### src/rtl/fp_add_scheduler_pkg.sv
// fp_sched_pkg: shared defaults, op encoding and tag type for the FP add/sub scheduler.
// Latency: n/a (declarations only).
// Backpressure: n/a.
// Contents: N_REQ_DEF/FP_W_DEF/LAT_DEF defaults, OP_ADD/OP_SUB encodings, tag_t for the in-flight tag pipeline.
package fp_sched_pkg;

  localparam int N_REQ_DEF = 4;   // requesters sharing the unit (2..8)
  localparam int FP_W_DEF  = 24;  // operand/result width
  localparam int LAT_DEF   = 2;   // shared unit pipeline depth

  // Requester id width sized for the largest supported N_REQ (8).
  localparam int ID_W = 3;

  localparam logic OP_ADD = 1'b0;
  localparam logic OP_SUB = 1'b1;

  // One entry of the in-flight tracking pipeline: which requester owns the
  // result that will emerge from the shared unit.
  typedef struct packed {
    logic            vld;
    logic [ID_W-1:0] id;
  } tag_t;

endpackage

### src/rtl/fp_add_scheduler_if.sv
// fp_add_scheduler_if: request, shared-unit and response signals of the FP add/sub scheduler.
// Latency: n/a (wiring only).
// Backpressure: req_ready is the one-hot grant; responses are never stalled.
// Modports: slave = scheduler side, master = requesters + shared unit side.
// Optional: req_op exists only when FP_SCHED_OP_SEL_EN is defined.
interface fp_add_scheduler_if
  import fp_sched_pkg::*;
#(
  parameter int N_REQ = N_REQ_DEF,
  parameter int FP_W  = FP_W_DEF
);

  // Requester side
  logic [N_REQ-1:0]      req_valid;
  logic [N_REQ*FP_W-1:0] req_a;
  logic [N_REQ*FP_W-1:0] req_b;
`ifdef FP_SCHED_OP_SEL_EN
  logic [N_REQ-1:0]      req_op;
`endif
  logic [N_REQ-1:0]      req_ready;
  logic                  hold;

  // Shared add/sub unit side
  logic [FP_W-1:0]       arith_a;
  logic [FP_W-1:0]       arith_b;
  logic                  arith_op;
  logic [FP_W-1:0]       arith_z;

  // Response side
  logic [N_REQ-1:0]      rsp_valid;
  logic [FP_W-1:0]       rsp_data;
  logic                  busy;

  modport slave (
`ifdef FP_SCHED_OP_SEL_EN
    input  req_op,
`endif
    input  req_valid, req_a, req_b, hold, arith_z,
    output req_ready, arith_a, arith_b, arith_op, rsp_valid, rsp_data, busy
  );

  modport master (
`ifdef FP_SCHED_OP_SEL_EN
    output req_op,
`endif
    output req_valid, req_a, req_b, hold, arith_z,
    input  req_ready, arith_a, arith_b, arith_op, rsp_valid, rsp_data, busy
  );

endinterface

### src/rtl/fp_add_scheduler_rr_arbiter.sv
// rr_arbiter: combinational round-robin pick of one requester, searching upward from ptr with wrap.
// Latency: 0 cycles (pure combinational); the pointer register lives in the parent.
// Backpressure: none; masking (hold) is applied to req by the parent.
// Ports: req/ptr in; grant (one-hot), gnt_idx, gnt_vld, nxt_ptr = (winner+1) mod N_REQ out.
module rr_arbiter #(
  parameter  int N_REQ = 4,
  localparam int PTR_W = $clog2(N_REQ)
) (
  input  logic [N_REQ-1:0] req,
  input  logic [PTR_W-1:0] ptr,
  output logic [N_REQ-1:0] grant,
  output logic [PTR_W-1:0] gnt_idx,
  output logic [PTR_W-1:0] nxt_ptr,
  output logic             gnt_vld
);

  // Two passes with constant indices: first the requesters at or above ptr,
  // then (only if none found) the lowest requester overall, which must lie
  // below ptr. Together this is an ascending search from ptr with wrap.
  always_comb begin
    grant   = '0;
    gnt_idx = '0;
    nxt_ptr = ptr;
    gnt_vld = 1'b0;

    for (int i = 0; i < N_REQ; i++) begin
      if (!gnt_vld && req[i] && (PTR_W'(i) >= ptr)) begin
        grant[i] = 1'b1;
        gnt_idx  = PTR_W'(i);
        nxt_ptr  = (i == N_REQ - 1) ? '0 : PTR_W'(i + 1);
        gnt_vld  = 1'b1;
      end
    end

    for (int i = 0; i < N_REQ; i++) begin
      if (!gnt_vld && req[i]) begin
        grant[i] = 1'b1;
        gnt_idx  = PTR_W'(i);
        nxt_ptr  = (i == N_REQ - 1) ? '0 : PTR_W'(i + 1);
        gnt_vld  = 1'b1;
      end
    end
  end

endmodule

### src/rtl/fp_add_scheduler.sv
// fp_add_scheduler: round-robin issue of N_REQ requesters onto one external FP add/sub unit.
// Latency: LAT+2 cycles grant->rsp_valid; throughput one operation per cycle.
// Backpressure: req_ready is the combinational one-hot grant (zero under hold/reset); responses cannot stall.
// Ports: clock, reset_n (async, active-low), bus = fp_add_scheduler_if.slave.
// Optional: FP_SCHED_OP_SEL_EN adds req_op and forwards the granted op on arith_op; otherwise add only.
module fp_add_scheduler
  import fp_sched_pkg::*;
#(
  parameter int N_REQ = N_REQ_DEF,
  parameter int FP_W  = FP_W_DEF,
  parameter int LAT   = LAT_DEF
) (
  input  logic              clock,
  input  logic              reset_n,
  fp_add_scheduler_if.slave bus
);

  localparam int PTR_W = $clog2(N_REQ);

  // ---------------------------------------------------------------------
  // State
  // ---------------------------------------------------------------------
  logic [PTR_W-1:0] ptr_q,       ptr_d;
  logic [FP_W-1:0]  arith_a_q,   arith_a_d;
  logic [FP_W-1:0]  arith_b_q,   arith_b_d;
  logic             arith_op_q,  arith_op_d;
  tag_t             tag_q [LAT+1];
  tag_t             tag_d [LAT+1];
  logic [N_REQ-1:0] rsp_valid_q, rsp_valid_d;
  logic [FP_W-1:0]  rsp_data_q,  rsp_data_d;

  // ---------------------------------------------------------------------
  // Arbitration
  // ---------------------------------------------------------------------
  logic [N_REQ-1:0] arb_req;
  logic [N_REQ-1:0] grant;
  logic [PTR_W-1:0] gnt_idx;
  logic [PTR_W-1:0] nxt_ptr;
  logic             gnt_vld;

  // hold removes every request from the search, so no grant and no pointer move.
  assign arb_req = bus.req_valid & {N_REQ{~bus.hold}};

  rr_arbiter #(
    .N_REQ (N_REQ)
  ) u_rr_arbiter (
    .req     (arb_req),
    .ptr     (ptr_q),
    .grant   (grant),
    .gnt_idx (gnt_idx),
    .nxt_ptr (nxt_ptr),
    .gnt_vld (gnt_vld)
  );

  // Gated with reset_n directly so no requester sees a transfer while the
  // block is held in reset.
  assign bus.req_ready = grant & {N_REQ{reset_n}};

  // ---------------------------------------------------------------------
  // Next-state logic
  // ---------------------------------------------------------------------
  always_comb begin
    ptr_d       = ptr_q;
    arith_a_d   = arith_a_q;
    arith_b_d   = arith_b_q;
`ifdef FP_SCHED_OP_SEL_EN
    arith_op_d  = arith_op_q;
`else
    arith_op_d  = OP_ADD;
`endif
    rsp_valid_d = '0;
    rsp_data_d  = rsp_data_q;

    if (gnt_vld) begin
      ptr_d = nxt_ptr;
    end

    // Operand mux driven by the one-hot grant; registers hold their value
    // when nothing is granted.
    for (int i = 0; i < N_REQ; i++) begin
      if (grant[i]) begin
        arith_a_d = bus.req_a[i*FP_W +: FP_W];
        arith_b_d = bus.req_b[i*FP_W +: FP_W];
`ifdef FP_SCHED_OP_SEL_EN
        arith_op_d = bus.req_op[i];
`endif
      end
    end

    // Tag pipeline: stage 0 is loaded alongside the operand registers, so
    // stage LAT lines up with arith_z for the same operation.
    tag_d[0].vld = gnt_vld;
    tag_d[0].id  = ID_W'(gnt_idx);
    for (int i = 1; i <= LAT; i++) begin
      tag_d[i] = tag_q[i-1];
    end

    // Response stage: capture the unit result for the emerging tag only.
    if (tag_q[LAT].vld) begin
      rsp_data_d = bus.arith_z;
    end
    for (int i = 0; i < N_REQ; i++) begin
      rsp_valid_d[i] = tag_q[LAT].vld && (tag_q[LAT].id == ID_W'(i));
    end
  end

  // ---------------------------------------------------------------------
  // Registers
  // ---------------------------------------------------------------------
  always_ff @(posedge clock or negedge reset_n) begin
    if (!reset_n) begin
      ptr_q       <= '0;
      arith_a_q   <= '0;
      arith_b_q   <= '0;
      arith_op_q  <= 1'b0;
      rsp_valid_q <= '0;
      rsp_data_q  <= '0;
      for (int i = 0; i <= LAT; i++) begin
        tag_q[i] <= '0;
      end
    end else begin
      ptr_q       <= ptr_d;
      arith_a_q   <= arith_a_d;
      arith_b_q   <= arith_b_d;
      arith_op_q  <= arith_op_d;
      rsp_valid_q <= rsp_valid_d;
      rsp_data_q  <= rsp_data_d;
      for (int i = 0; i <= LAT; i++) begin
        tag_q[i] <= tag_d[i];
      end
    end
  end

  // ---------------------------------------------------------------------
  // Outputs
  // ---------------------------------------------------------------------
  logic tags_busy;

  always_comb begin
    tags_busy = 1'b0;
    for (int i = 0; i <= LAT; i++) begin
      tags_busy = tags_busy | tag_q[i].vld;
    end
  end

  assign bus.arith_a   = arith_a_q;
  assign bus.arith_b   = arith_b_q;
  assign bus.arith_op  = arith_op_q;
  assign bus.rsp_valid = rsp_valid_q;
  assign bus.rsp_data  = rsp_data_q;
  assign bus.busy      = tags_busy | (|rsp_valid_q);

endmodule

### src/flat_wrapper.sv
// flat-port wrapper written by rule: the top's interface ports become plain ports
module fp_add_scheduler_flat import fp_sched_pkg::*;
#(
  parameter int N_REQ = N_REQ_DEF,
  parameter int FP_W  = FP_W_DEF,
  parameter int LAT   = LAT_DEF
)
  (clock, reset_n, bus_req_valid, bus_req_a, bus_req_b, bus_hold, bus_arith_z, bus_req_ready, bus_arith_a, bus_arith_b, bus_arith_op, bus_rsp_valid, bus_rsp_data, bus_busy);
  fp_add_scheduler_if #(.N_REQ(N_REQ), .FP_W(FP_W)) bus_i ();
  input  logic clock;
  input  logic reset_n;
  input wire logic [$bits(bus_i.req_valid)-1:0] bus_req_valid;
  input wire logic [$bits(bus_i.req_a)-1:0] bus_req_a;
  input wire logic [$bits(bus_i.req_b)-1:0] bus_req_b;
  input wire logic [$bits(bus_i.hold)-1:0] bus_hold;
  input wire logic [$bits(bus_i.arith_z)-1:0] bus_arith_z;
  output wire logic [$bits(bus_i.req_ready)-1:0] bus_req_ready;
  output wire logic [$bits(bus_i.arith_a)-1:0] bus_arith_a;
  output wire logic [$bits(bus_i.arith_b)-1:0] bus_arith_b;
  output wire logic [$bits(bus_i.arith_op)-1:0] bus_arith_op;
  output wire logic [$bits(bus_i.rsp_valid)-1:0] bus_rsp_valid;
  output wire logic [$bits(bus_i.rsp_data)-1:0] bus_rsp_data;
  output wire logic [$bits(bus_i.busy)-1:0] bus_busy;
  assign bus_i.req_valid = bus_req_valid;
  assign bus_i.req_a = bus_req_a;
  assign bus_i.req_b = bus_req_b;
  assign bus_i.hold = bus_hold;
  assign bus_i.arith_z = bus_arith_z;
  assign bus_req_ready = bus_i.req_ready;
  assign bus_arith_a = bus_i.arith_a;
  assign bus_arith_b = bus_i.arith_b;
  assign bus_arith_op = bus_i.arith_op;
  assign bus_rsp_valid = bus_i.rsp_valid;
  assign bus_rsp_data = bus_i.rsp_data;
  assign bus_busy = bus_i.busy;
  fp_add_scheduler #(.N_REQ(N_REQ), .FP_W(FP_W), .LAT(LAT)) u_core (.clock(clock), .reset_n(reset_n), .bus(bus_i));
endmodule
### config.mk
export PLATFORM = sky130hd
export DESIGN_NAME = fp_add_scheduler_flat
export DESIGN_NICKNAME = d
export VERILOG_FILES = /design/src/rtl/fp_add_scheduler_pkg.sv /design/src/rtl/fp_add_scheduler_if.sv /design/src/rtl/fp_add_scheduler_rr_arbiter.sv /design/src/rtl/fp_add_scheduler.sv /design/src/flat_wrapper.sv
export SDC_FILE = /design/constraint.sdc
export NUM_CORES = 1
export LEC_CHECK = 0
export CAP_MARGIN = 25
export CORE_ASPECT_RATIO = 0.6
export CORE_MARGIN = 2
export CORE_UTILIZATION = 36
export DETAILED_ROUTE_END_ITERATION = 7
export GPL_TIMING_DRIVEN = 0
export PLACE_DENSITY = 0.82
export SLEW_MARGIN = 20
export SYNTH_ARGS = -nofsm -noshare
export SYNTH_HDL_FRONTEND = slang
export SYNTH_SLANG_ARGS = --single-unit
### constraint.sdc
create_clock -name clock -period 2 [get_ports clock]
set_input_delay 0.4 -clock clock [delete_from_list [all_inputs] [get_ports clock]]
set_output_delay 0.4 -clock clock [all_outputs]
set_load 0.05 [all_outputs]
==> summary.md <==
| Metric | Value |
|---|---|
| Post-synth EDFFs | 0 |
| CTS sink count | 87 |
| Register area share after synthesis | 49.2% |
| Critical Path Sink Type | output pin |
| Syn nets | 603 |
| Final min period | 2080 ps |
| Critical path class | in -> out |
| Total number of vias | 4544 |
| Synth area leaders | dfrtp_1 49%, mux2i_1 11%, a221oi_2 9.5% |
| Clk_lat worst skew | 340 ps |
| Setup violators final | 3 |
| Residual DRC count | 0 |
| RSZ-0062 raised after global routing | true |
| Commonest non-fill, non-tap cell in the layout | clkdlybuf4s50_1 |
| Final Max Slew Viols | 0 |
| Max FO, Critical Path | 5 |
| Async S/R FF share, synth | 100% |
| Yosys top cell by area | dfrtp_1 |
| H-tree levels | 3 |
| Ant diodes | 0 |
| Area growth syn-to-layout | 86.5% |
| Ys Warns | 0 |
| Clk buf depth | 2 |
| Commonest non-fill, non-tap cells in the layout | 292 x clkdlybuf4s50_1, 85 x dfrtp_1, 50 x inv_1 |
| Headroom to the max-slew limit | 62.5% |
| Post-DP HPWL | 12800 um |
| # nets final | 932 |
| Core area | 12000 sq um |
| Antenna violations before repair | 0 |
| Fillers | 876 |
| Top-area cell type share of the netlist area | 49.2% |
| Final WS setup | -82.2 ps |
| TritonCTS buffer count | 9 |
| ANT nets after route | 0 |
| Post-synth top flop | dfrtp_1 |
| Final Skew | 5.86 ps |
| Hold Path Class | in -> async |
| Routed wire length | 16900 um |
| Violated checks | negative setup slack |
| Gp weighted congestion | 0.885 |
| First-pass GRT wire length | 26100 um |
| Chip width | 147 um |
| TritonCTS clock tree | done |
| Clock root cell | clkbuf_16 |
| Hold_ws | 13.9 ps |
| Initial core utilization | 36.8% |
| Static Leak | 3.73 nW |
| Worst-margin pin slew | 561 ps |
| Worst-path clk slew | 70 ps |
| Via/cell ratio | 5.17 |
| Num ports | 305 |
| Gr usage total | 25.1% |
| Required @ worst endpoint | 1600 ps |
| Cell Pwr Density | 876 nW/um^2 |
| Total chip power | 0.00724 W |
| Largest net degree at the start of global routing | 55 |
| Count of input and output buffers | 303 |
| CP Launch Type | primary input |
| Synth Area per Inst | 11.7 sq um |
| Die Ht | 89.9 um |
| Vias in the first global route | 4902 |
| Yosys reg bits | 87 |
| Iteration-0 DRC Markers | 193 |
| Row Count | 31 |
| Grt ovf | 0 |
| Final hold viol count | 0 |
| Detailed Routing Iterations Pass 1 | 4 |
| Netlist cell types | 33 |
| Mapped Cells | 380 |
| Max Clk Rate | 480 MHz |
| WL per Instance | 19.2 um |
| Peak VDD IR | 435 uV |
| Share of cells above drive strength 1 | 19.7% |
| Die Area | 13200 sq um |
| Post-Synthesis Cell Area | 4430 sq um |
| Max-cap viol count | 0 |
| CP arrival | 1680 ps |
| Tcrit/Tclk final | 104% |
| Outcome | finished with violations |
metal layers:
layer  vias to the layer above  part of all wire, %  GRT usage [%]
met5                         -                    0              0
met4                         0                  2.0           7.05
met2                       200                   50           43.8
met3                        30                  6.9           6.90
met1                      2232                   41           30.6
li1                       2082                    -              -
path summary, 6_finish.rpt:
kind	startpoint	end	slack [ps]	depth (start not counted)
setup / recovery	bus_req_valid[2]	bus_req_ready[0]	-80	6
hold / removal	reset_n	u_core.bus.arith_a[14]$_DFFE_PN0P_	10	2
setup reg to reg	u_core.ptr_q[0]$_DFFE_PN0P_	u_core.bus.arith_b[7]$_DFFE_PN0P_	70	9
hold reg to reg	u_core.tag_d[0]$_DFF_PN0_	u_core.tag_q[0]$_DFF_PN0_	360	0
max in group asynchronous	reset_n	u_core.ptr_q[0]$_DFFE_PN0P_	1690	2
min in group clock	u_core.tag_d[0]$_DFF_PN0_	u_core.tag_q[0]$_DFF_PN0_	360	0
final cells by class:
type / instances / area [sq um] / share of cell area [%]
inverter: 52 / 195 / 2.36
clock inverter: 7 / 77.6 / 0.939
clock buffer: 9 / 225 / 2.73
sequential: 87 / 2180 / 26.4
tap: 165 / 206 / 2.50
multi-input combinational: 210 / 1970 / 23.9
buffer: 28 / 194 / 2.35
timing repair buffer: 321 / 3210 / 38.9
what timing repair did:
action | 4_1_cts | 5_1_grt
setup buffers | 12 | 4
gates cloned | 0 | 0
pin swaps | 5 | 5
hold buffers | 1 | 0
endpoints found under the hold margin | 36 | 0
endpoints found under the setup margin | 55 | 52
gates resized for setup | 64 | 23
power by group:
part / switching (W) / internal (W)
registers: 0.000191 / 0.00208
clock network: 0.000753 / 0.000985
logic: 0.00187 / 0.00136
stage by stage:
stage                     setup TNS (ps)  util [%]  instance area (sq um)  setup WS, ps  cells
final                               -159      68.7                   8260         -82.2    879
after global routing                -442      68.7                   8260          -136    879
after CTS                           -438      68.1                   8190          -144    876
after detailed placement          -30480      64.1                   7700         -1590    849
after global placement           -279880      63.8                   7670         -3680    848
after floorplan                    -58.7         -                   4440         -58.7    380
worst max-delay path, cell delays in order:
cell,delay [ps]
dlygate4sd2_1,340
nor2_2,270
a21oi_1,80
o21ai_0,160
and4_1,220
buf_4,200
synthesized netlist by cell type (2+ instances only):
cell and number:
a221oi_2 28, o21ai_0 4, nor2_1 6, buf_2 11, mux2i_1 48, clkbuf_1 12
inv_2 2, nor3_1 2, mux2_2 24, a221oi_1 20, inv_1 50, nand2_1 8
dfrtp_1 87, nand2b_1 3, buf_6 3, a21oi_1 4, o2111ai_2 2, o22ai_1 48
buf_4 4
kinds of logic after synthesis:
logic type             count (synthesis)  synth area share [%]
muxes                                 72                  16.9
AOI/OAI and AO/OA                    109                  22.3
buffers and inverters                 83                  8.19
other                                  1                0.0847
and+or+nand+nor                       28                  3.36
DFF                                   87                  49.2
flip-flops by register name (all words and copies together), names as in the netlist:
register and flops:
u_core.bus.arith_a 24, u_core.bus.arith_b 24, u_core.bus.rsp_data 24, u_core.tag_d 6, u_core.bus.rsp_valid 4, u_core.tag_q 3, u_core.ptr_q 2
Power figures use the tool's default switching activity.
